File: src/rtl/key_pkg.sv
// key_pkg: shared types and default constants for the key debouncer.
//   key_state_t      - debounce FSM state (2 bits)
//   KEY_CNT_MAX_DEF  - default stable-cycle count (20 ms at 50 MHz)
//   KEY_LONG_MAX_DEF - default long-press cycle count (2 s at 50 MHz)
package key_pkg;

    typedef enum logic [1:0] {
        IDLE        = 2'd0,
        PRESS_FLT   = 2'd1,
        PRESSED     = 2'd2,
        RELEASE_FLT = 2'd3
    } key_state_t;

    localparam int unsigned KEY_CNT_MAX_DEF  = 1_000_000;
    localparam int unsigned KEY_LONG_MAX_DEF = 100_000_000;

endpackage : key_pkg

File: src/rtl/sync_2ff.sv
// sync_2ff: two-flop synchronizer for a single asynchronous bit.
//   clk    - destination clock
//   rst_n  - synchronous active-low reset, loads RST_VAL into both flops
//   d      - asynchronous input
//   q      - synchronized output (second flop)
module sync_2ff #(
    parameter logic RST_VAL = 1'b1
) (
    input  logic clk,
    input  logic rst_n,
    input  logic d,
    output logic q
);

    logic s1_q;
    logic s2_q;

    // Metastability chain; only s1_q may go metastable.
    always_ff @(posedge clk) begin
        if (!rst_n) begin
            s1_q <= RST_VAL;
            s2_q <= RST_VAL;
        end else begin
            s1_q <= d;
            s2_q <= s1_q;
        end
    end

    assign q = s2_q;

endmodule : sync_2ff

File: src/rtl/key_debounce.sv
// key_debounce: mechanical key debouncer with press/release/long-press pulses.
//   clk         - system clock, rising edge
//   rst_n       - synchronous active-low reset
//   key_in      - raw asynchronous key, active-low (0 = pressed)
//   key_level   - debounced level, 1 = pressed (registered)
//   key_press   - one-cycle pulse on accepted press
//   key_release - one-cycle pulse on accepted release
//   key_long    - one-cycle pulse after LONG_MAX pressed cycles
// Build option: define KEY_DEBOUNCE_LONG_PRESS_EN to include the long-press
// counter; otherwise key_long is tied to 0.
module key_debounce
    import key_pkg::*;
#(
    parameter int unsigned CNT_MAX  = KEY_CNT_MAX_DEF,
    parameter int unsigned LONG_MAX = KEY_LONG_MAX_DEF
) (
    input  logic clk,
    input  logic rst_n,
    input  logic key_in,
    output logic key_level,
    output logic key_press,
    output logic key_release,
    output logic key_long
);

    localparam int unsigned CNT_W = $clog2(CNT_MAX + 1);

    // Elaboration-time parameter sanity check.
    if (CNT_MAX < 2 || LONG_MAX <= CNT_MAX) begin : g_param_check
        $error("key_debounce: illegal CNT_MAX/LONG_MAX");
    end

    logic       key_s;
    key_state_t state_q, state_d;
    logic [CNT_W-1:0] cnt_q, cnt_d;
    logic       level_q, level_d;
    logic       press_q, press_d;
    logic       release_q, release_d;

    // Synchronizer resets to the released level so reset never looks like a press.
    sync_2ff #(
        .RST_VAL (1'b1)
    ) u_sync (
        .clk   (clk),
        .rst_n (rst_n),
        .d     (key_in),
        .q     (key_s)
    );

    // State and output registers.
    always_ff @(posedge clk) begin
        if (!rst_n) begin
            state_q   <= IDLE;
            cnt_q     <= '0;
            level_q   <= 1'b0;
            press_q   <= 1'b0;
            release_q <= 1'b0;
        end else begin
            state_q   <= state_d;
            cnt_q     <= cnt_d;
            level_q   <= level_d;
            press_q   <= press_d;
            release_q <= release_d;
        end
    end

    // Next-state: filter states count consecutive stable samples; the last
    // increment (cnt_q == CNT_MAX-1) commits the transition on the same edge.
    always_comb begin
        state_d   = state_q;
        cnt_d     = cnt_q;
        press_d   = 1'b0;
        release_d = 1'b0;

        case (state_q)
            IDLE: begin
                cnt_d = '0;
                if (!key_s) begin
                    state_d = PRESS_FLT;
                    cnt_d   = CNT_W'(1);
                end
            end
            PRESS_FLT: begin
                if (key_s) begin
                    state_d = IDLE;
                    cnt_d   = '0;
                end else if (cnt_q >= CNT_W'(CNT_MAX - 1)) begin
                    state_d = PRESSED;
                    cnt_d   = '0;
                    press_d = 1'b1;
                end else begin
                    cnt_d = cnt_q + CNT_W'(1);
                end
            end
            PRESSED: begin
                cnt_d = '0;
                if (key_s) begin
                    state_d = RELEASE_FLT;
                    cnt_d   = CNT_W'(1);
                end
            end
            RELEASE_FLT: begin
                if (!key_s) begin
                    state_d = PRESSED;
                    cnt_d   = '0;
                end else if (cnt_q >= CNT_W'(CNT_MAX - 1)) begin
                    state_d   = IDLE;
                    cnt_d     = '0;
                    release_d = 1'b1;
                end else begin
                    cnt_d = cnt_q + CNT_W'(1);
                end
            end
            default: begin
                state_d = IDLE;
                cnt_d   = '0;
            end
        endcase

        level_d = (state_d == PRESSED) || (state_d == RELEASE_FLT);
    end

    assign key_level   = level_q;
    assign key_press   = press_q;
    assign key_release = release_q;

`ifdef KEY_DEBOUNCE_LONG_PRESS_EN
    localparam int unsigned LONG_W = $clog2(LONG_MAX + 1);

    logic [LONG_W-1:0] long_cnt_q, long_cnt_d;
    logic              long_q, long_d;
    logic              held_now, held_next;

    // Counts edges spent pressed since PRESSED entry; saturates at LONG_MAX.
    always_comb begin
        held_now   = (state_q == PRESSED) || (state_q == RELEASE_FLT);
        held_next  = (state_d == PRESSED) || (state_d == RELEASE_FLT);
        long_cnt_d = '0;
        long_d     = 1'b0;
        if (held_now && held_next) begin
            if (long_cnt_q < LONG_W'(LONG_MAX)) begin
                long_cnt_d = long_cnt_q + LONG_W'(1);
            end else begin
                long_cnt_d = long_cnt_q;
            end
            long_d = (long_cnt_q == LONG_W'(LONG_MAX - 1));
        end
    end

    always_ff @(posedge clk) begin
        if (!rst_n) begin
            long_cnt_q <= '0;
            long_q     <= 1'b0;
        end else begin
            long_cnt_q <= long_cnt_d;
            long_q     <= long_d;
        end
    end

    assign key_long = long_q;
`else
    assign key_long = 1'b0;
`endif

endmodule : key_debounce

File: config.mk
export PLATFORM = sky130hd
export DESIGN_NAME = key_debounce
export DESIGN_NICKNAME = d
export VERILOG_FILES = /design/src/rtl/key_pkg.sv /design/src/rtl/sync_2ff.sv /design/src/rtl/key_debounce.sv
export SDC_FILE = /design/constraint.sdc
export NUM_CORES = 1
export LEC_CHECK = 0
export CAP_MARGIN = 25
export CORE_UTILIZATION = 50
export CTS_BUF_LIST = sky130_fd_sc_hd__clkbuf_8
export DETAILED_ROUTE_END_ITERATION = 8
export HOLD_SLACK_MARGIN = 0.1
export PLACE_DENSITY = 0.71
export SLEW_MARGIN = 10
export SYNTH_ARGS = -nofsm -noshare
export SYNTH_HDL_FRONTEND = slang
export SYNTH_SLANG_ARGS = --single-unit
File: constraint.sdc
create_clock -name clk -period 2.4 [get_ports clk]
set_clock_uncertainty 0.05 [all_clocks]
set_input_delay 0.24 -clock clk [delete_from_list [all_inputs] [get_ports clk]]
set_output_delay 0.24 -clock clk [all_outputs]
set_load 0.005 [all_outputs]
==> impl_metrics.env <==
export IMPL_overflow=0
export IMPL_grt_max_degree=18
export IMPL_drt_wl_total_mm=1.87
export IMPL_status="complete, no violations"
export IMPL_slew_violations=0
export IMPL_synth_top_area_cell="dfxtp_1"
export IMPL_port_buffers=5
export IMPL_setup_violations=0
export IMPL_cts_sinks=27
export IMPL_timing_fmax_mhz=482
export IMPL_fin_cells=160
export IMPL_area_growth_pct=10.7
export IMPL_ir_worst_vdd_mv=0.475
export IMPL_critPathCaptureType="flop"
export IMPL_path_class="reg2reg"
export IMPL_grt_antenna_before_repair=0
export IMPL_clkPwrFrac=0.372
export IMPL_internal_power_uw=578
export IMPL_synth_edff_count=0
export IMPL_start_util=0.537
export IMPL_power_switching_uw=158
export IMPL_synth_fp_nets=126
export IMPL_setup_tns_final_ps=0
export IMPL_synthTopCellsByArea="dfxtp_1, nor2_4, xor2_1, xnor2_1, nor2_1"
export IMPL_nets=137
export IMPL_crit_path_top_delay_cell="or4_1"
export IMPL_multi_input_area_um2=639
export IMPL_cp_slowest_stage_delay_ps=510
export IMPL_p_sw_frac=0.214
export IMPL_synth_distinct_cells=31
export IMPL_cellLeakagePower_uw=0.000424
export IMPL_worstPathArrival_ps=2210
export IMPL_rsz0062_at_grt="false"
export IMPL_cp_max_fo=5
export IMPL_postCtsSetupBuffers=0
export IMPL_cts_tree="built"
export IMPL_clock_latency_ps=280
export IMPL_max_cap_viol_count=0
export IMPL_synth_flop_cell="dfxtp_1"
export IMPL_async_flop_share=0
export IMPL_dp_cells=156
export IMPL_worst_path_dominant_cell_family="simple AND/OR/NAND/NOR gates"
export IMPL_cts_made_buffers=3
export IMPL_layout_common_cells="dfxtp_1, nor2_1, nand2_1, xor2_1, nor2_4"
export IMPL_drive_gt1_frac=0.152
export IMPL_period_needed_ps=2070
export IMPL_ys_seq_elements=27
export IMPL_grt_pass1_wl_mm=3.47
export IMPL_wl_per_cell_um=11.7
export IMPL_route_detailed_drc=0
export IMPL_final_common_cell="dfxtp_1"
export IMPL_ant_nets=0
export IMPL_synth_seq_area_share=0.446
export IMPL_cts_root_buf="clkbuf_8"
export IMPL_synth_top_area_share=0.446
export IMPL_cts_hold_buf=0
export IMPL_pwr_share_comb=0.014
export IMPL_crit_path_cell_trace="or4_1, a211o_1, a211oi_2, nor3b_2, and4_1"
export IMPL_path_clk_slew_ps=100
export IMPL_die_y_um=51.2
export IMPL_post_route_period_util=0.864
export IMPL_cts_htree_levels=1
export IMPL_synth_area_mm2=0.00121
export IMPL_drtIter0Drc=22
export IMPL_core_area_mm2=0.00225
export IMPL_hp_class="reg2reg"
export IMPL_routed_via_density=5.31
export IMPL_num_vias=849
export IMPL_fp_dieArea_mm2=0.00262
export IMPL_syn_avg_cell_area_um2=9.93
export IMPL_n_fill_cell=198
export IMPL_gp_congestion=0.769
export IMPL_power_density_mw_per_mm2=548
export IMPL_grtUsageTotal=0.178
export IMPL_dp_hpwl_mm=1.39
export IMPL_rows=17
export IMPL_seqCellArea_um2=541
export IMPL_io_pins=7
export IMPL_crit_path_start_kind="flop"
export IMPL_critPathRequiredTime_ps=2540
export IMPL_first_pass_iters=4
export IMPL_die_width_um=51.2
export IMPL_clockBufferDepth=2
export IMPL_first_global_vias=816
export IMPL_seq_power_share=0.614
export IMPL_hold_viol_final=0
export IMPL_cp_buffers_inverters=0
export IMPL_antenna_cells=0
export IMPL_ys_warn_count=0
export IMPL_synth_cells=122
export IMPL_cts_resized=0
[state kept, by name, summed over array words and instances (netlist names)]
register	count
key_press	1
key_release	1
u_sync.s1_q	1
key_level	1
cnt_q	20
state_q	2
u_sync.q	1
[worst reg2reg max path, stage by stage (launching register included)]
cell	delay, ps
dfxtp_1	360
or4_1	510
a211o_1	300
a211oi_2	380
nor3b_2	150
and4_1	220
[cell families after synthesis]
| group | Yosys count | share of synthesized area |
|---|---|---|
| and+or+nand+nor | 63 | 0.315 |
| DFF | 27 | 0.446 |
| xor gates and xnor gates | 18 | 0.130 |
| AOI/OAI and AO/OA | 7 | 0.0527 |
| buffers and inverters | 3 | 0.0258 |
| muxes | 2 | 0.0165 |
| adders and majority gates | 1 | 0.0103 |
| other | 1 | 0.00310 |
[synth_stat cells (2+ instances only)]
cell type  count
and3_1         4
and4_1         2
dfxtp_1       27
mux2i_1        2
nand2_1       11
nand2b_1       3
nand3_1        5
nand4_1        5
nor2_1        14
nor2_4         9
nor3_1         3
nor4_1         2
xnor2_1        7
xor2_1        11
[layout make-up]
class,instances,share of cell area
Clock inverter,1,0.00653
Multi-Input combinational cell,92,0.477
Timing Repair Buffer,8,0.0541
Inverter,1,0.00280
Tap cell,28,0.0261
Clock buffer,3,0.0308
Sequential cell,27,0.403
[per-stage QoR]
stage / hold WS (ps) / worst slack, ps / util / instance area [µm²] / total power [µW]
after detailed placement: 351 / 333 / 0.573 / 1290 / 472
after global routing: 425 / 225 / 0.595 / 1340 / 765
final: 371 / 326 / 0.595 / 1340 / 736
after floorplan: 263 / 456 / - / 1210 / 468
after global placement: 346 / 404 / 0.573 / 1290 / 472
after CTS: 377 / 318 / 0.595 / 1340 / 741
[per-layer routing]
metal  wire length, µm  vias up  track usage  share of wire
li1                  -      433            -              -
met1               850      399        0.210           0.45
met2               932       13        0.300           0.50
met3                67        4       0.0625          0.036
met4                21        0       0.0541          0.011
met5                 0        -            0              0
[path summary, 6_finish.rpt]
kind / from / end / slack (ps) / cells after the start
hold / removal: u_sync.s1_q / u_sync.q / 370 / 1
hold reg to reg: u_sync.s1_q / u_sync.q / 370 / 1
setup reg to reg: cnt_q[6] / key_release / 330 / 5
setup / recovery: cnt_q[6] / key_release / 330 / 5
[power groups by stage]
| stage | registers [µW] | logic (µW) | clock network, µW |
|---|---|---|---|
| 2_1_floorplan | 462 | 6.16 | 0 |
| 3_3_place_gp | 462 | 9.72 | 0 |
| 3_5_place_dp | 462 | 9.92 | 0 |
| 4_1_cts | 452 | 10.0 | 279 |
| 5_1_grt | 452 | 11.6 | 301 |
| 6_report | 452 | 9.96 | 274 |
(Power assumes the default switching activity.)
